`config.mk`:
```
export PLATFORM = sky130hd
export DESIGN_NAME = pipe_stage_reg
export DESIGN_NICKNAME = d
export VERILOG_FILES = /design/src/rtl/pipe_stage_reg_pkg.sv /design/src/rtl/pipe_stage_reg_sat_counter.sv /design/src/rtl/pipe_stage_reg.sv
export SDC_FILE = /design/constraint.sdc
export NUM_CORES = 1
export LEC_CHECK = 0
export BUFFER_PORTS_ARGS = -buffer_cell sky130_fd_sc_hd__clkbuf_2
export CAP_MARGIN = 25
export CORE_MARGIN = 10
export CORE_UTILIZATION = 35
export CTS_BUF_LIST = sky130_fd_sc_hd__clkbuf_8 sky130_fd_sc_hd__clkbuf_16
export DETAILED_ROUTE_END_ITERATION = 10
export PLACE_DENSITY = 0.57
export SLEW_MARGIN = 20
export SYNTH_ARGS = -nofsm -noshare
export SYNTH_HDL_FRONTEND = slang
export SYNTH_SLANG_ARGS = --single-unit
```
`constraint.sdc`:
```
create_clock -name clk -period 2.9 [get_ports clk]
set_input_delay 0.145 -clock clk [delete_from_list [all_inputs] [get_ports clk]]
set_output_delay 0.145 -clock clk [all_outputs]
set_load 0.005 [all_outputs]
```
`src/rtl/pipe_stage_reg_pkg.sv`:
```
// Shared types and constants for pipe_stage_reg instances: FSM states, counter
// saturation value and the ID/EX data-bus field layout.
package pipe_pkg;

  typedef enum logic [1:0] {
    ST_EMPTY = 2'd0,
    ST_FULL  = 2'd1,
    ST_SKID  = 2'd2
  } stage_state_t;

  localparam int CNT_W_DEF = 16;
  localparam logic [CNT_W_DEF-1:0] CNT_SAT = '1;

  // ID/EX data layout, LSB first; imm carries the raw 25 immediate bits of the
  // instruction so the whole record fits the 168-bit default data width.
  localparam int RD_LSB      = 0;
  localparam int RD_W        = 5;
  localparam int F3_LSB      = 5;
  localparam int F3_W        = 3;
  localparam int F7_LSB      = 8;
  localparam int F7_W        = 7;
  localparam int PC_LSB      = 15;
  localparam int PC4_LSB     = 47;
  localparam int RS1_LSB     = 79;
  localparam int RS2_LSB     = 111;
  localparam int XLEN        = 32;
  localparam int IMM_LSB     = 143;
  localparam int IMM_W       = 25;
  localparam int IDEX_DATA_W = 168;

  function automatic logic [RD_W-1:0] idex_rd(input logic [IDEX_DATA_W-1:0] d);
    return d[RD_LSB +: RD_W];
  endfunction

  function automatic logic [XLEN-1:0] idex_pc(input logic [IDEX_DATA_W-1:0] d);
    return d[PC_LSB +: XLEN];
  endfunction

endpackage

```
`src/rtl/pipe_stage_reg_sat_counter.sv`:
```
// Saturating up-counter with synchronous clear; holds at all-ones.
module sat_counter
  import pipe_pkg::*;
#(
  parameter int W = CNT_W_DEF
) (
  input  logic         clk,
  input  logic         clear,
  input  logic         inc,
  output logic [W-1:0] count
);

  localparam logic [W-1:0] SAT = '1;

  logic [W-1:0] count_reg;

  always_ff @(posedge clk) begin
    if (clear) begin
      count_reg <= '0;
    end else if (inc && (count_reg != SAT)) begin
      count_reg <= count_reg + 1'b1;
    end
  end

  assign count = count_reg;

endmodule

```
`src/rtl/pipe_stage_reg.sv`:
```
// Generic pipeline stage register: valid/ready handshake, flush-to-bubble,
// optional two-entry skid buffer and bubble/stall performance counters.
module pipe_stage_reg
  import pipe_pkg::*;
#(
  parameter int CTRL_W  = 11,
  parameter int DATA_W  = 168,
  parameter int SKID_EN = 1,
  parameter int CNT_W   = 16
) (
  input  logic              clk,
  input  logic              reset,
  input  logic              flush_i,
  input  logic              in_valid_i,
  output logic              in_ready_o,
  input  logic [CTRL_W-1:0] in_ctrl_i,
  input  logic [DATA_W-1:0] in_data_i,
  output logic              out_valid_o,
  input  logic              out_ready_i,
  output logic [CTRL_W-1:0] out_ctrl_o,
  output logic [DATA_W-1:0] out_data_o,
  output logic [CNT_W-1:0]  bubble_cnt_o,
  output logic [CNT_W-1:0]  stall_cnt_o
);

  stage_state_t      state_reg;
  logic [CTRL_W-1:0] main_ctrl_reg;
  logic [DATA_W-1:0] main_data_reg;
  logic [CTRL_W-1:0] skid_ctrl_reg;
  logic [DATA_W-1:0] skid_data_reg;

  logic accept_fire;
  logic release_fire;

  assign out_valid_o  = (state_reg != ST_EMPTY);
  assign out_ctrl_o   = out_valid_o ? main_ctrl_reg : '0;
  assign out_data_o   = main_data_reg;
  assign accept_fire  = in_valid_i & in_ready_o;
  assign release_fire = out_valid_o & out_ready_i;

  generate
    if (SKID_EN != 0) begin : g_skid_ready
      logic in_ready_reg;
      logic skid_next;

      // Ready is the registered image of "not going to SKID", so upstream
      // never sees a combinational path from out_ready_i.
      assign skid_next = ((state_reg == ST_SKID) && !release_fire) ||
                         ((state_reg == ST_FULL) && accept_fire && !release_fire);

      always_ff @(posedge clk) begin
        if (reset) begin
          in_ready_reg <= 1'b1;
        end else if (flush_i) begin
          in_ready_reg <= 1'b1;
        end else begin
          in_ready_reg <= !skid_next;
        end
      end

      assign in_ready_o = in_ready_reg;
    end else begin : g_comb_ready
      assign in_ready_o = ~out_valid_o | out_ready_i;
    end
  endgenerate

  always_ff @(posedge clk) begin
    if (reset) begin
      state_reg     <= ST_EMPTY;
      main_ctrl_reg <= '0;
      main_data_reg <= '0;
      skid_ctrl_reg <= '0;
      skid_data_reg <= '0;
    end else if (flush_i) begin
      // Data is left in place; only validity and control are scrubbed.
      state_reg     <= ST_EMPTY;
      main_ctrl_reg <= '0;
      skid_ctrl_reg <= '0;
    end else begin
      case (state_reg)
        ST_EMPTY: begin
          if (accept_fire) begin
            main_ctrl_reg <= in_ctrl_i;
            main_data_reg <= in_data_i;
            state_reg     <= ST_FULL;
          end
        end
        ST_FULL: begin
          if (accept_fire && release_fire) begin
            main_ctrl_reg <= in_ctrl_i;
            main_data_reg <= in_data_i;
          end else if (accept_fire && (SKID_EN != 0)) begin
            skid_ctrl_reg <= in_ctrl_i;
            skid_data_reg <= in_data_i;
            state_reg     <= ST_SKID;
          end else if (release_fire) begin
            state_reg <= ST_EMPTY;
          end
        end
        ST_SKID: begin
          if (release_fire) begin
            main_ctrl_reg <= skid_ctrl_reg;
            main_data_reg <= skid_data_reg;
            skid_ctrl_reg <= '0;
            state_reg     <= ST_FULL;
          end
        end
        default: begin
          state_reg <= ST_EMPTY;
        end
      endcase
    end
  end

  // Index 0 counts bubbles, index 1 counts stalls.
  logic [1:0]       cnt_inc;
  logic [CNT_W-1:0] cnt_val [2];

  assign cnt_inc[0] = ~out_valid_o;
  assign cnt_inc[1] = out_valid_o & ~out_ready_i;

  generate
    for (genvar gi = 0; gi < 2; gi++) begin : g_cnt
      sat_counter #(
        .W(CNT_W)
      ) u_cnt (
        .clk  (clk),
        .clear(reset),
        .inc  (cnt_inc[gi]),
        .count(cnt_val[gi])
      );
    end
  endgenerate

  assign bubble_cnt_o = cnt_val[0];
  assign stall_cnt_o  = cnt_val[1];

endmodule

```
# After elaboration in Yosys (flattened, before gate mapping)

Cells that the tools add are included.

$lt $le $gt $ge: 0
Divide/modulo/power cells: 0
Multiplexer cells: 18
Equal/unequal tests: 10
Add/sub/neg operators: 2
Shifts and indexed selects: 0
Reduce and logical (&&, ||, !) cells: 19
$mul: 0
Bitwise operators: 7

Operators with widths:

| cell                  | number |
|---|---|
| $mux 168              | 3 |
| $pmux 168 s3          | 1 |
| $mux 11               | 6 |
| $pmux 11 s3           | 1 |
| $add 16x1->16 const B | 2 |
| $ne 16x16->1 const B  | 2 |
| $pmux 11 s2           | 1 |
| $reduce_and 4->1      | 4 |
| $mux 2                | 5 |
| $ne 2x2->1 const B    | 4 |
| $logic_and 1x1->1     | 6 |
| $pmux 2 s3            | 1 |
| $reduce_and 5->1      | 1 |
| $not 1->1             | 4 |
| $reduce_bool 2->1     | 2 |
| $and 1x1->1           | 3 |
| $ne 3x3->1 const B    | 1 |
| $reduce_bool 3->1     | 1 |
| $eq 2x1->1 const B    | 1 |
| $eq 2x2->1 const B    | 1 |
| $logic_not 1->1       | 2 |
| $logic_not 2->1       | 1 |
| $ne 2x1->1 const B    | 1 |
| $reduce_or 2->1       | 1 |
| $logic_or 1x1->1      | 1 |

Register bits: 393
Bits of input ports: 184
Logic and storage cells: 64
RAM bits: 0
Memories kept: 0
Latch bits: 0
Bits in read-only memories: 0

# Longest topological paths before layout

Gate-level depths: netlist (run 1).

Word-level depth: 6
Depth in mapped cells: 9
Mapped depth without buffers: 5

# By module

From an unflattened synthesis (run 1), not the netlist that was laid out.

Cells, all modules: 1807
Area, all modules: 15915.3 um2

Modules (own cells, without submodules):

| module         | area an instance (um2) | instances | cells an instance |
|---|---|---|---|
| pipe_stage_reg | 14218.6                | 1         | 1609 |
| sat_counter    | 848.3                  | 2         | 99 |

# Least setup slack after synthesis (run 1)

Ideal clock, no wire load.

Kind: register to register
Start: reg g_cnt[0].u_cnt.count_reg[0]
End: reg g_cnt[0].u_cnt.count_reg[14]
Setup time: 70 ps
Stages on the path, launching flop included: 7
Clock period less this slack: 2108 ps
Slack: 792 ps
Data arrival time: 2037 ps
Path through: dfxtp_1 > ha_1 > or3b_1 > buf_2 > a2111o_1 > or4_1 > a21oi_1

Cells in the longest elaborated chain, start to end: 2
Elaborated cells on any way between the ends: 3
Classes of those cells: add/sub: 1; eq/ne: 1; reduce/logical: 1

Ends and longest elaborated chain:

| element                                                               | line                             | source |
|---|---|---|
| from (decl)                                                           | pipe_stage_reg_sat_counter.sv:15 | `logic [W-1:0] count_reg;` |
| from (signal assigned)                                                | pipe_stage_reg_sat_counter.sv:21 | `count_reg <= count_reg + 1'b1;` |
| parallel branches: the longest is 2 deep, another holds $add 16x1->16 | -                                |  |

Several ways; the timed one is not identified.
A chain may end at the register's enable or synchronous reset.

# Final worst setup path (run 1)

Start: reg state_reg[0]
End: reg skid_data_reg[131]

Cells in the longest elaborated chain, start to end: 5
Elaborated cells on any way between the ends: 6
Classes of those cells: eq/ne: 1; bitwise: 2; reduce/logical: 3

Ends and longest elaborated chain:

| element                               | line                 | source |
|---|---|---|
| from (decl)                           | pipe_stage_reg.sv:26 | `stage_state_t state_reg;` |
| from (signal assigned)                | pipe_stage_reg.sv:69 | `state_reg <= ST_EMPTY;` |
| from (signal assigned)                | pipe_stage_reg.sv:76 | `state_reg <= ST_EMPTY;` |
| from (signal assigned)                | pipe_stage_reg.sv:85 | `state_reg <= ST_FULL;` |
| $reduce_bool 2->1                     | pipe_stage_reg.sv:35 | `assign out_valid_o = (state_reg != ST_EMPTY);` |
| $and 1x1->1                           | pipe_stage_reg.sv:39 | `assign release_fire = out_valid_o & out_ready_i;` |
| $logic_and 1x1->1                     | pipe_stage_reg.sv:89 | `if (accept_fire && release_fire) begin` |
| $not 1->1 (no source line)            | -                    |  |
| $reduce_and 4->1 (no source line) (*) | -                    |  |
| to (signal assigned)                  | pipe_stage_reg.sv:94 | `skid_data_reg <= in_data_i;` |
| to (decl)                             | pipe_stage_reg.sv:30 | `logic [DATA_W-1:0] skid_data_reg;` |

Every way passes the cells marked *; elsewhere a longest branch is shown, timed or not.

==> metrics.txt, run 1 <==
R2R Path End=skid_data_reg[131]; htree depth=2; DR DRC count=0; cell taking the most area after synthesis=dfxtp_1; first-pass GRT wire length=83.0 mm; WL/cell=17.9 um; core area=0.0456 sq mm; hold slack=0.0374 ns; Sw Share=0.240; largest cells by area after synthesis=dfxtp_1, a21oi_1, mux2i_1, a311oi_1, nand2_1; Mapped Cells=1838; pwr/cell area=592 mW/mm^2; final setup skew=0.0149 ns; Synth Area in Simple Gates=0.125; Critical Path AT=2.70 ns; vias=15300; final core occ=0.481; drt initial violations=1237; share of the synthesized area in the top cell type=0.485; CP required=3.29 ns; # IOs=397; WHS Endpoint=g_cnt[1].u_cnt.count[11]; final RePlAce weighted congestion=0.779; reg-to-reg critical path startpoint=state_reg[0]; fin nets=2483; top-count cell post-synth=dfxtp_1; Skew-Pair Late Insertion Delay=0.55 ns; internal reg-to-reg setup slack=0.59 ns; Post-synth EDFFs=0; Setup TNS Final=0 ns; WHS Path Cells=2; Overflow after GRT=0; Clock Tree Buf Depth=3; CP Max Fanout=45; share of cells above drive strength 1=0.215; Area growth syn-to-layout=35.2%; WS Path Type=reg2reg; cells on worst reg2reg path=5; clock sink count=393; DP Area=0.0186 sq mm; Final WS setup=0.588 ns; post-synthesis register bit count=393; DIE WIDTH=235 um; Final setup viols=0; post-synth cell types=48; CTS tree=done; Critical Path Sink Type=flip-flop; Tmin final=2.31 ns; Max Slew Vio Count=0; GRT Overall Usage=0.179; Synth Area in Compound Gates=0.230; Comb power frac=0.106; outcome=complete, no violations; Inst Count DP=2671; Worst slew margin=0.291; initial antenna violation count=1; Worst VDD drop=0.451 mV; WL final=52.5 mm; dpl hpwl=32.5 mm; Main synth FF type=dfxtp_1; largest family of logic cells by synthesized area=compound AO/OA/AOI/OAI gates; mux share of post-synthesis cell area=0.107; beginning of the worst hold path=reset; P_leak=9.47 nW; post-synthesis sequential area ratio=0.485; Total Power=13.0 mW; largest net degree at the start of global routing=200; Yosys warning total=0; clock-pin slew on the worst setup and hold paths=0.06 ns; Final Cell Area=0.0219 sq mm; Clk pwr share=0.452; I/O Buffers=396; cts bufs inserted=44; number of global-route vias before repair=14600; Post-synth ARST share=0; synthesized area=0.0162 sq mm; Cell Int Power=9.86 mW; row count=78; Slew @ Worst Pin=1.06 ns; syn nets=2024; Syn Area/Cell=8.82 sq um; Synth Area in Adders=0.00154; final std cells w/o fill=2929; RSZ-0062 raised after global routing=false; post-route antenna net violation count=0; die area=0.0553 sq mm; worst hold path type=in2reg; final hold vios=0; Pre-Repair DR Iteration Count=5; vias per cell=5.22; period utilization=0.797; part of the power in registers=0.442; CTS Root Cell=clkbuf_16; XOR/XNOR share of the synthesized area=0.00108; startpoint types=flip-flop; net switching power of the design=3.12 mW; maxcap violations=0; Post-synth top cells=dfxtp_1, nand2_1, a21oi_1; Die Span Y=235 um; initial core utilization=0.356; dpl ws=0.618 ns; Max Clk Rate=0.432 GHz
## critical path, cell delays in order (launching register included)
cell and delay (ns):
dfxtp_1 0.48, nor2b_1 0.53, nand3_4 0.53, buf_12 0.37
nand2_1 0.11, a21oi_1 0.07
## power by group through the flow
stage | clock, mW | sequential [mW] | combinational, mW
2_1_floorplan | 0 | 5.84 | 0.626
4_1_cts | 6.02 | 5.74 | 1.38
3_5_place_dp | 0 | 5.86 | 1.18
3_3_place_gp | 0 | 5.85 | 1.16
5_1_grt | 6.22 | 5.76 | 1.51
6_report | 5.87 | 5.74 | 1.37
## layout make-up
type	instances	area [sq um]
antenna	1	2.50
clock buffer	56	1280
clock inverter	21	255
fill	4220	23700
inverter	11	48.8
multi-input combinational	1246	7570
sequential	393	7870
tap	600	751
timing repair buffer	601	4140
## cell families after synthesis
logic type      Yosys count
buf+inv                 199
mux                     173
compound gates          584
flops                   393
xor+xnor                  2
simple gates            485
fa+ha+maj                 2
## placed cells by master (no fill, tap or decap), drive strengths merged, types with 2 or more instances in the layout
| master | synthesis | layout |
|---|---|---|
| a21oi | 356 | 356 |
| a22oi | 12 | 12 |
| a311oi | 180 | 180 |
| a41o | 3 | 3 |
| and3 | 7 | 7 |
| and4 | 3 | 3 |
| buf | 46 | 26 |
| bufinv | 0 | 6 |
| clkbuf | 142 | 451 |
| clkinv | 1 | 9 |
| dfxtp | 393 | 393 |
| dlygate4sd3 | 0 | 180 |
| ha | 2 | 2 |
| inv | 10 | 16 |
| mux2 | 2 | 2 |
| mux2i | 171 | 171 |
| nand2 | 373 | 373 |
| nand3 | 8 | 8 |
| nand4 | 8 | 8 |
| nor2 | 36 | 36 |
| nor2b | 16 | 16 |
| nor3 | 3 | 3 |
| nor4 | 7 | 7 |
| o21ai | 9 | 9 |
| o31ai | 8 | 8 |
| o41ai | 4 | 4 |
| or3 | 10 | 10 |
| or4 | 9 | 9 |
| xor2 | 2 | 2 |
## worst max path at each step
stage                            startpoint                  endpoint  cells after the start
floorplan           g_cnt[0].u_cnt.count[0]  g_cnt[0].u_cnt.count[14]                      6
global route                   state_reg[0]         skid_data_reg[14]                      5
global placement               state_reg[0]         skid_data_reg[16]                      5
detailed placement             state_reg[0]        skid_data_reg[152]                      5
finish                         state_reg[0]        skid_data_reg[131]                      5
CTS                            state_reg[0]          skid_data_reg[7]                      5
## routing by layer
layer	vias up	routed length, um	part of all wire	GRT usage
li1	7604	-	-	-
met1	7178	22600	0.43	0.227
met2	425	25300	0.48	0.294
met3	95	2930	0.056	0.0367
met4	0	1660	0.032	0.0678
met5	-	0	0	0
## timing repair
item,in CTS,in global routing
endpoints found under the hold margin,357,0
buffers inserted,0,0
hold buffers,180,0
gates resized for setup,0,0
Power figures use the tool's default switching activity.
==> run 2: changes to the inputs <==
Clock period 2.9 ns to 2.42 ns, I/O delays scaled along.
==> run 2 against run 1 <==
Highest routed layer unchanged. Largest cell class unchanged. Final cell count rose by 1.5%. Core utilization grew 0.87 points. Non-clock buffer count increased by 35. Register-to-register slack worse by 0.40 ns. Critical path depth is 3 higher.
==> metrics.txt, run 2 (synthesized netlist as in run 1, its figures left out) <==
outcome=complete, no violations; part of the power in registers=0.445; period utilization=0.922; final hold vios=0; Critical Path AT=2.74 ns; final setup skew=0.0157 ns; Cell Int Power=11.7 mW; dpl hpwl=33.6 mm; I/O Buffers=396; CTS Root Cell=clkbuf_16; P_leak=9.71 nW; startpoint types=flip-flop; row count=78; Worst VDD drop=0.540 mV; first-pass GRT wire length=84.5 mm; pwr/cell area=693 mW/mm^2; WS Path Type=reg2reg; Tmin final=2.23 ns; drt initial violations=1150; worst hold path type=in2reg; Worst slew margin=0.476; Filler Cell Count=4212; CP Max Fanout=25; die area=0.0553 sq mm; Total Power=15.5 mW; initial antenna violation count=4; WL final=53.3 mm; clock sink count=393; Max Slew Vio Count=0; share of cells above drive strength 1=0.222; final core occ=0.489; Overflow after GRT=0; RSZ-0062 raised after global routing=false; GR Layer Usage met3=0.0350; clock-pin slew on the worst setup and hold paths=0.06 ns; met2 usage=0.302; core area=0.0456 sq mm; DR DRC count=0; Pre-Repair DR Iteration Count=5; Skew-Pair Late Insertion Delay=0.55 ns; vias per cell=5.24; GRT Overall Usage=0.182; Sw Share=0.245; number of global-route vias before repair=15100; Clk pwr share=0.444; Final setup viols=0; vias=15600; maxcap violations=0; Comb power frac=0.111; post-route antenna net violation count=0; fin nets=2520; cts bufs inserted=46; Clock Tree Buf Depth=3; initial core utilization=0.356; DIE WIDTH=235 um; CP required=2.92 ns; final RePlAce weighted congestion=0.794; most common cell after layout, fill and taps aside=clkbuf_2; WL/cell=17.9 um; most frequent cells in the layout=clkbuf_2, dfxtp_1, nand2_1; met1 global-route usage=0.227; Setup TNS Final=0 ns; Critical Path Sink Type=flip-flop; Area growth syn-to-layout=37.7%; Max Clk Rate=0.448 GHz; largest net degree at the start of global routing=157; Slew @ Worst Pin=0.786 ns; CTS tree=done; busiest grt layer=met2; Die Span Y=235 um; # IOs=397; net switching power of the design=3.80 mW; htree depth=2
run 2: repair_timing:
| item | CTS | global route |
|---|---|---|
| endpoints found under the setup margin | 0 | 8 |
| endpoints found under the hold margin | 368 | 0 |
| buffers inserted | 0 | 0 |
| gates resized for setup | 0 | 3 |
| hold buffers | 195 | 0 |
run 2: area by class of cell:
cell class | instances | area (sq um) | share of cell area
antenna | 4 | 10.0 | 0.000449
clock buffer | 64 | 1410 | 0.0632
clock inverter | 19 | 123 | 0.00550
inverter | 11 | 48.8 | 0.00219
multi-input combinational | 1246 | 7580 | 0.340
sequential | 393 | 7870 | 0.353
tap | 600 | 751 | 0.0337
timing repair buffer | 636 | 4520 | 0.203
run 2: worst max-delay path, cell delays in order (launching register included):
cell,delay [ns]
dfxtp_2,0.41
nor2b_2,0.24
buf_4,0.18
and3_4,0.22
buf_12,0.17
buf_12,0.19
nand2_1,0.07
a21oi_1,0.12
dlygate4sd3_1,0.57
run 2: routing by layer:
metal / wire [um] / share of wire / vias to the layer above
li1: - / - / 7691
met1: 23200 / 0.43 / 7351
met2: 25700 / 0.48 / 453
met3: 2900 / 0.054 / 89
met4: 1600 / 0.030 / 0
met5: 0 / 0 / -
run 2: worst paths after layout:
kind | start | end | slack, ns | cells after the start
worst max-delay path | state_reg[0] | skid_data_reg[105] | 0.19 | 8
worst min-delay path | in_valid_i | state_reg[1] | 0.15 | 4
worst max register to register | state_reg[0] | skid_data_reg[105] | 0.19 | 8
worst min register to register | skid_data_reg[151] | skid_data_reg[151] | 0.45 | 2
run 2: through the flow:
stage	worst slack (ns)	instances	hold slack [ns]	instance area, sq um
2_1_floorplan	0.312	1838	0.257	16200
3_3_place_gp	0.291	2691	0.358	18800
3_5_place_dp	0.237	2691	0.364	18800
4_1_cts	0.0577	2969	0.116	22300
5_1_grt	0.0521	2973	0.142	22300
6_report	0.188	2973	0.146	22300
run 2: power by group through the flow:
| stage | combinational [mW] | sequential [mW] | clock, mW |
|---|---|---|---|
| after floorplan | 0.750 | 6.99 | 0 |
| after global placement | 1.44 | 7.01 | 0 |
| after detailed placement | 1.47 | 7.01 | 0 |
| after CTS | 1.72 | 6.87 | 7.06 |
| after global routing | 1.88 | 6.89 | 7.29 |
| final | 1.71 | 6.88 | 6.87 |
